`config.mk`:
```
export PLATFORM = sky130hd
export DESIGN_NAME = program_sequencer
export DESIGN_NICKNAME = d
export VERILOG_FILES = /design/src/rtl/program_sequencer_pkg.sv /design/src/rtl/program_sequencer_seq_stack.sv /design/src/rtl/program_sequencer.sv
export SDC_FILE = /design/constraint.sdc
export NUM_CORES = 1
export LEC_CHECK = 0
export CAP_MARGIN = 20
export CORE_ASPECT_RATIO = 1.75
export CORE_MARGIN = 2
export CORE_UTILIZATION = 49
export CTS_BUF_LIST = sky130_fd_sc_hd__clkbuf_16
export CTS_CLUSTER_DIAMETER = 60
export DETAILED_ROUTE_END_ITERATION = 8
export PLACE_DENSITY = 0.81
export SETUP_SLACK_MARGIN = 0.5
export SYNTH_ARGS = -nofsm -noshare
export SYNTH_HDL_FRONTEND = slang
export SYNTH_SLANG_ARGS = --single-unit
```
`constraint.sdc`:
```
create_clock -name clk -period 1.95 [get_ports clk]
set_input_delay 0.39 -clock clk [delete_from_list [all_inputs] [get_ports clk]]
set_output_delay 0.39 -clock clk [all_outputs]
set_load 0.05 [all_outputs]
```
`src/rtl/program_sequencer_pkg.sv`:
```
// Shared sequencing opcodes and control-state encodings used by the sequencer
// and by the control-unit encoder that produces op.
package program_sequencer_pkg;

    typedef enum logic [2:0] {
        SEQ_NEXT = 3'b000,
        SEQ_JMP  = 3'b001,
        SEQ_JZ   = 3'b010,
        SEQ_JNZ  = 3'b011,
        SEQ_CALL = 3'b100,
        SEQ_RET  = 3'b101,
        SEQ_HALT = 3'b110,
        SEQ_SKPZ = 3'b111
    } seq_op_e;

    typedef enum logic [1:0] {
        ST_RUN   = 2'd0,
        ST_HALT  = 2'd1,
        ST_FAULT = 2'd2
    } seq_state_e;

endpackage

```
`src/rtl/program_sequencer_seq_stack.sv`:
```
// Return-address LIFO. Push is ignored when full and pop when empty; only the
// occupancy counter is reset, the storage itself is don't-care after reset.
module program_sequencer_seq_stack #(
    parameter int WIDTH = 4,
    parameter int DEPTH = 4,
    localparam int DEPTH_W = $clog2(DEPTH + 1)
) (
    input  logic               clk,
    input  logic               rst,
    input  logic               push,
    input  logic               pop,
    input  logic [WIDTH-1:0]   din,
    output logic [WIDTH-1:0]   top,
    output logic [DEPTH_W-1:0] depth,
    output logic               full,
    output logic               empty
);

    localparam int IDX_W = (DEPTH > 1) ? $clog2(DEPTH) : 1;

    logic [WIDTH-1:0]   mem_q [2**IDX_W];
    logic [DEPTH_W-1:0] depth_q, depth_d;
    logic [IDX_W-1:0]   wr_idx, rd_idx;
    logic               do_push, do_pop;

    assign full    = (depth_q == DEPTH_W'(DEPTH));
    assign empty   = (depth_q == '0);
    assign do_push = push && !full;
    assign do_pop  = pop && !empty;
    // depth_q points one past the top entry
    assign wr_idx  = IDX_W'(depth_q);
    assign rd_idx  = IDX_W'(depth_q - DEPTH_W'(1));
    assign top     = mem_q[rd_idx];
    assign depth   = depth_q;

    always_comb begin
        depth_d = depth_q;
        if (do_push) begin
            depth_d = depth_q + DEPTH_W'(1);
        end else if (do_pop) begin
            depth_d = depth_q - DEPTH_W'(1);
        end
    end

    always_ff @(posedge clk or negedge rst) begin
        if (!rst) begin
            depth_q <= '0;
        end else begin
            depth_q <= depth_d;
        end
    end

    always_ff @(posedge clk) begin
        if (do_push) begin
            mem_q[wr_idx] <= din;
        end
    end

endmodule

```
`src/rtl/program_sequencer.sv`:
```
// Program sequencer: registered ROM address, next-address mux, call/return
// stack and RUN/HALT/FAULT control FSM.
module program_sequencer
    import program_sequencer_pkg::*;
#(
    parameter int                ADDR_W      = 4,
    parameter int                STACK_DEPTH = 4,
    parameter logic [ADDR_W-1:0] RESET_VEC   = '0,
    localparam int               DEPTH_W     = $clog2(STACK_DEPTH + 1)
) (
    input  logic               clk,
    input  logic               rst,
    input  logic               en,
    input  logic [2:0]         op,
    input  logic [ADDR_W-1:0]  target,
    input  logic               zed,
    output logic [ADDR_W-1:0]  addr,
    output logic [DEPTH_W-1:0] depth,
    output logic               stack_full,
    output logic               stack_empty,
    output logic               halted,
    output logic               fault
);

    seq_state_e        state_q, state_d;
    logic [ADDR_W-1:0] addr_q, addr_d;
    logic [ADDR_W-1:0] addr_inc, addr_inc2, stack_top;
    logic              stk_push, stk_pop;

    assign addr_inc  = addr_q + ADDR_W'(1);
    assign addr_inc2 = addr_q + ADDR_W'(2);

    program_sequencer_seq_stack #(
        .WIDTH (ADDR_W),
        .DEPTH (STACK_DEPTH)
    ) u_stack (
        .clk   (clk),
        .rst   (rst),
        .push  (stk_push),
        .pop   (stk_pop),
        .din   (addr_inc),
        .top   (stack_top),
        .depth (depth),
        .full  (stack_full),
        .empty (stack_empty)
    );

    always_comb begin
        state_d  = state_q;
        addr_d   = addr_q;
        stk_push = 1'b0;
        stk_pop  = 1'b0;
        case (state_q)
            ST_RUN: begin
                if (en) begin
                    case (op)
                        SEQ_NEXT: addr_d = addr_inc;
                        SEQ_JMP:  addr_d = target;
                        SEQ_JZ:   addr_d = zed ? target : addr_inc;
                        SEQ_JNZ:  addr_d = zed ? addr_inc : target;
                        SEQ_CALL: begin
                            if (stack_full) begin
                                state_d = ST_FAULT;
                            end else begin
                                stk_push = 1'b1;
                                addr_d   = target;
                            end
                        end
                        SEQ_RET: begin
                            if (stack_empty) begin
                                state_d = ST_FAULT;
                            end else begin
                                stk_pop = 1'b1;
                                addr_d  = stack_top;
                            end
                        end
                        SEQ_HALT: state_d = ST_HALT;
                        SEQ_SKPZ: addr_d = zed ? addr_inc2 : addr_inc;
                        default:  addr_d = addr_q;
                    endcase
                end
            end
            // HALT and FAULT are left only through reset
            default: state_d = state_q;
        endcase
    end

    always_ff @(posedge clk or negedge rst) begin
        if (!rst) begin
            state_q <= ST_RUN;
            addr_q  <= RESET_VEC;
        end else begin
            state_q <= state_d;
            addr_q  <= addr_d;
        end
    end

    assign addr   = addr_q;
    assign halted = (state_q == ST_HALT);
    assign fault  = (state_q == ST_FAULT);

endmodule

```
==> flow_summary.ini <==
[worst_hold_path]
min_path_type = in -> async

[floorplanning]
core_area_um2 = 3360
ios = 22
die-area_um2 = 3980
die_y_um = 81.9
row_count = 28
die_w_um = 48.5
start_util_pct = 50.6

[power_and_ir_drop]
power_leakage_nw = 0.997
total_power_mw = 1.33
power_density_nw_per_um2 = 540
ir_drop_mv = 0.654

[clock_network]
clk_pin_slew_ns = 0.06
numCtsBuffers = 3
clock_sinks = 25
cts_buffer_depth = 2
cts_tree = yes
cts-root-buf = clkbuf_16
ctsHoldBuffers = 0
insertion_delay_ns = 0.26
htreeDepth = 1

[detailed_routing]
ant_nets = 0
wl_um = 4520
dr.pass1.iters = 4
drc = 0
dr_total_vias = 1506
avgViaCountPerCell = 5.95
wl_per_cell_um = 17.8
drt_iter0_markers = 57

[finish]
fin_cells = 253
drive_gt1_share_pct = 42.8
finish.instance_area_um2 = 2460
final_nets = 227
diodes = 0
utilization_pct = 73.1
area_growth_pct = 44.7

[worst_setup_path]
cp-end-kind = flop
arrival_ns = 1.92
worstReg2RegEnd = addr[1]$_DFFE_PN0P_
r2r.worst_path.cells = 7
crit_type = reg -> reg
cp-endpoint = addr[1]$_DFFE_PN0P_
crit_start = u_stack.depth[0]$_DFFE_PN0P_
startpoint_type = flop
r2r-start = u_stack.depth[0]$_DFFE_PN0P_
worstPathMaxFanout = 5
cp.required_ns = 2.10
regToRegSetupSlack_ns = 0.19

[place]
hpwl_um = 3210
io_buffers = 21
placed_cells = 234
globalplace.congestion = 0.936
pre_cts_ws_ns = -0.258
dpl_cell_area_um2 = 2090

[synthesis]
avgSynthCellArea_um2 = 10.8
netlist_area_um2 = 1700
synthCells = 158
yosys-top-cells-count = edfxtp_1, nand2_1, inv_1
synth-seq-cells = 25
synth_top_area_share_pct = 28.3
ys_warn_count = 0
synthFlopType = edfxtp_1
synth_top_area_cell = edfxtp_1
synth_enable_flop_cells = 16
synth_most_common_cell = edfxtp_1
synth.net_count = 176
synth_cell_types = 53
synth.area.top_cells = edfxtp_1, dfrtp_1, ha_1, mux4_1, o21ai_0
async_flop_share_pct = 36.0
seq_area_frac_synth_pct = 41.5

[timing]
finalSetupTns_ns = 0
timing.hold.ws_ns = 0.440
period_needed_ns = 1.76
worstMarginPinSlew_ns = 0.449
maxSlewViolCount = 0
fmax_mhz = 567
max_slew_margin_pct = 70.0
skew_ns = 0.00655
post-route-period-util_pct = 90.5
rsz0062_at_grt = yes
finalSetupViolCount = 0
finalHoldViolations = 0
fin_ws_ns = 0.185

[global_routing]
grt_pass1_wl_um = 7000
antenna_found_initial = 0
gr-total-overflow = 0
grt_pass1_vias = 1504
track_usage_pct = 23.3
grt_max_degree = 16

[flow_run]
cap_violations = 0

[status]
status = finished, final reports clean
cell type report:
class | count | area (um^2)
multi-input cells | 111 | 1010
fillers | 226 | 903
flip-flops and latches | 25 | 713
repair buffers | 57 | 548
clock buffers | 3 | 75.1
well taps | 45 | 56.3
inverters | 11 | 48.8
clock inverters | 1 | 7.51
sequential cells by signal (all words and copies together), names as in the netlist:
signal,count
addr,4
state_q,2
u_stack.depth,3
u_stack.mem_q,16
layer usage:
layer	wire, um	vias up	track usage, %
li1	-	690	-
met1	1630	753	22.9
met2	2500	42	44.7
met3	136	21	3.09
met4	246	0	16.9
met5	0	-	0
power breakdown:
group / switching, mW / total [mW] / leakage [nW] / internal, mW
logic: 0.152 / 0.286 / 0.713 / 0.134
clock network: 0.176 / 0.454 / 0.0371 / 0.278
registers: 0.0119 / 0.589 / 0.247 / 0.577
worst min-delay path by stage:
stage | start | endpoint | slack [ns] | cells after the start
after CTS | rst | state_q[0]$_DFFE_PN0P_ | 0.45 | 1
final | rst | u_stack.depth[0]$_DFFE_PN0P_ | 0.44 | 1
after floorplan | rst | addr[0]$_DFFE_PN0P_ | 0.09 | 0
after detailed placement | state_q[1]$_DFFE_PN0P_ | state_q[1]$_DFFE_PN0P_ | 0.55 | 1
after global routing | rst | state_q[0]$_DFFE_PN0P_ | 0.47 | 1
after global placement | state_q[1]$_DFFE_PN0P_ | state_q[1]$_DFFE_PN0P_ | 0.51 | 1
logic make-up (layout without fill, tap and decap cells):
group	after synthesis	count (layout)	share of synthesized area, %
and+or+nand+nor	47	47	16.6
muxes	5	5	6.62
DFF	25	25	41.5
buffers and inverters	22	72	7.73
adders and majority gates	7	7	5.15
xor gates and xnor gates	7	7	3.61
AOI/OAI and AO/OA	45	45	18.8
critical path: stages, from the launching register on:
cell	delay, ns
dfrtp_2	0.44
inv_4	0.05
ha_4	0.28
mux4_2	0.30
nand3b_1	0.10
o311ai_1	0.09
a22o_1	0.22
a31o_1	0.17
cell usage in the layout (no fill, tap or decap), types with 4 or more instances in the layout:
cell type,netlist,layout
o21ai_0,9,8
inv_1,11,7
dfrtp_2,0,6
nand2_1,12,12
a21oi_1,8,8
edfxtp_1,16,16
buf_4,5,32
clkdlybuf4s50_1,0,5
buf_6,4,9
dlygate4sd2_1,0,5
ha_1,7,5
and2_4,0,5
nor2b_1,6,4
timing repair:
action                     4_1_cts  5_1_grt
setup endpoints to repair       28       33
resized for setup               30       20
setup buffers                   10        4
pin swaps                       15        9
cloned                           1        0
No activity file was read; power rests on OpenSTA's default activity.
==> RTL edit: new RTL, same flow settings <==
Add an input register stage for `target`, without a reset; this delays it by one clock. The other inputs are not delayed to match.
--- a/src/rtl/program_sequencer.sv
+++ b/src/rtl/program_sequencer.sv
@@ -21,6 +21,12 @@
     output logic               halted,
     output logic               fault
 );
+
+    logic [ADDR_W-1:0] target_q;
+
+    always_ff @(posedge clk) begin
+        target_q <= target;
+    end
 
     seq_state_e        state_q, state_d;
     logic [ADDR_W-1:0] addr_q, addr_d;
@@ -55,15 +61,15 @@
                 if (en) begin
                     case (op)
                         SEQ_NEXT: addr_d = addr_inc;
-                        SEQ_JMP:  addr_d = target;
-                        SEQ_JZ:   addr_d = zed ? target : addr_inc;
-                        SEQ_JNZ:  addr_d = zed ? addr_inc : target;
+                        SEQ_JMP:  addr_d = target_q;
+                        SEQ_JZ:   addr_d = zed ? target_q : addr_inc;
+                        SEQ_JNZ:  addr_d = zed ? addr_inc : target_q;
                         SEQ_CALL: begin
                             if (stack_full) begin
                                 state_d = ST_FAULT;
                             end else begin
                                 stk_push = 1'b1;
-                                addr_d   = target;
+                                addr_d   = target_q;
                             end
                         end
                         SEQ_RET: begin
Check against the original RTL: not equivalent (Yosys sat finds a counterexample within 4 cycles, from zero or initial values and one cycle with rst low).
==> RTL edit against the unedited design <==
The flow now finishes with violations (negative setup slack). Design area rose by 11%. Worst setup slack got worse by 0.20 ns. Cell count rose by 8.7%. Area after synthesis fell by 2.4%. Critical path depth fell by 3. Non-clock buffer count rose by 20. Sequential cell count rose by 4. Routed wire length rose by 34%. Sequential share of layout area fell by 0.16 points. Critical path type unchanged. Critical endpoint is now addr[2]$_DFFE_PN0P_.
Power is not compared: it rests on default switching activity, and its combinational part moved more than twofold at a synthesized area within 25%.
==> RTL edit: results <==
[outcome]
status = complete, but fails checks
violations = negative setup slack

[logic_synthesis]
ys_seq_area_share_pct = 47.3
synthAdderAreaFrac_pct = 5.28
synth_xor_area_share_pct = 4.22
synth_area_leaders = edfxtp_1 (29%), dfrtp_1 (14%), mux4_2 (5.4%)
muxShareOfSynthArea_pct = 7.39
synth-async-reset-ratio_pct = 31.0
synth_common_cells = edfxtp_1 (16), o21ai_0 (11), clkbuf_1 (9), dfrtp_1 (9), nand2_1 (9)
synth_compound_area_share_pct = 15.2
synthesis.nets = 174
syn_inst = 156

[final_layout]
seq_area_sq_um = 791
final_nets = 247
multi_input_area_share_pct = 35.8
inv_count = 6
area_growth_pct = 65.2
nMultiInputCombCells = 110
clock_area_share_pct = 6.25
buffers_excl_clock = 77
multi_input_area_sq_um = 982
num-fill-cells = 170

[placed_design]
place_ws_ns = -0.421
dp_hpwl_mm = 3.18
placement.cell_area_sq_um = 2190
place.gp.congestion = 0.877

[global_routing]
grt_start_max_net_pins = 12
grt.met1_usage_pct = 32.3
grt.total_usage_pct = 30.7
met2_usage_pct = 50.3

[routing]
drt_iter0_markers = 92
met2_length_mm = 3.26
wl_met1_mm = 2.17
avgRoutedWirePerCell_um = 22.0

[worst_setup_path]
reg2reg_from = state_q[0]$_DFFE_PN0P_
critPathSlowestCell = or3b_4
regToRegEndpoint = addr[2]$_DFFE_PN0P_
worstPathArrival_ns = 2.13
path_delay_family = simple AND/OR/NAND/NOR gates
r2r_cells = 4
critPathMaxFanout = 4

[clock_tree]
clock-sinks = 29
cts_max_level = 2
cts_buffers = 5
cts-resized-gates = 46
postCtsSetupRepairBufs = 12

[timing]
hold_ws_ns = 0.475
setup_viol = 1
final.setup_skew_ns = 0.00337
relSlewSlack_pct = 61.9
setup_tns_ns = -0.0186
setup_slack_ns = -0.0186
RTL edit: changes by cell type in the layout (fill, tap and decap cells not counted), sizes merged, moves of 3 or more:
cell | before | now
nand2 | 12 | 9
dfxtp | 0 | 4
nor2 | 3 | 7
inv | 11 | 6
or3 | 0 | 3
buf | 46 | 67
RTL edit: worst max-delay path by stage:
stage | end | start | depth (start not counted)
2_1_floorplan | addr[2]$_DFFE_PN0P_ | u_stack.depth[0]$_DFFE_PN0P_ | 9
3_3_place_gp | addr[2]$_DFFE_PN0P_ | en | 5
3_5_place_dp | addr[2]$_DFFE_PN0P_ | en | 5
4_1_cts | addr[2]$_DFFE_PN0P_ | addr[0]$_DFFE_PN0P_ | 6
5_1_grt | addr[2]$_DFFE_PN0P_ | state_q[0]$_DFFE_PN0P_ | 4
6_report | addr[2]$_DFFE_PN0P_ | state_q[0]$_DFFE_PN0P_ | 4
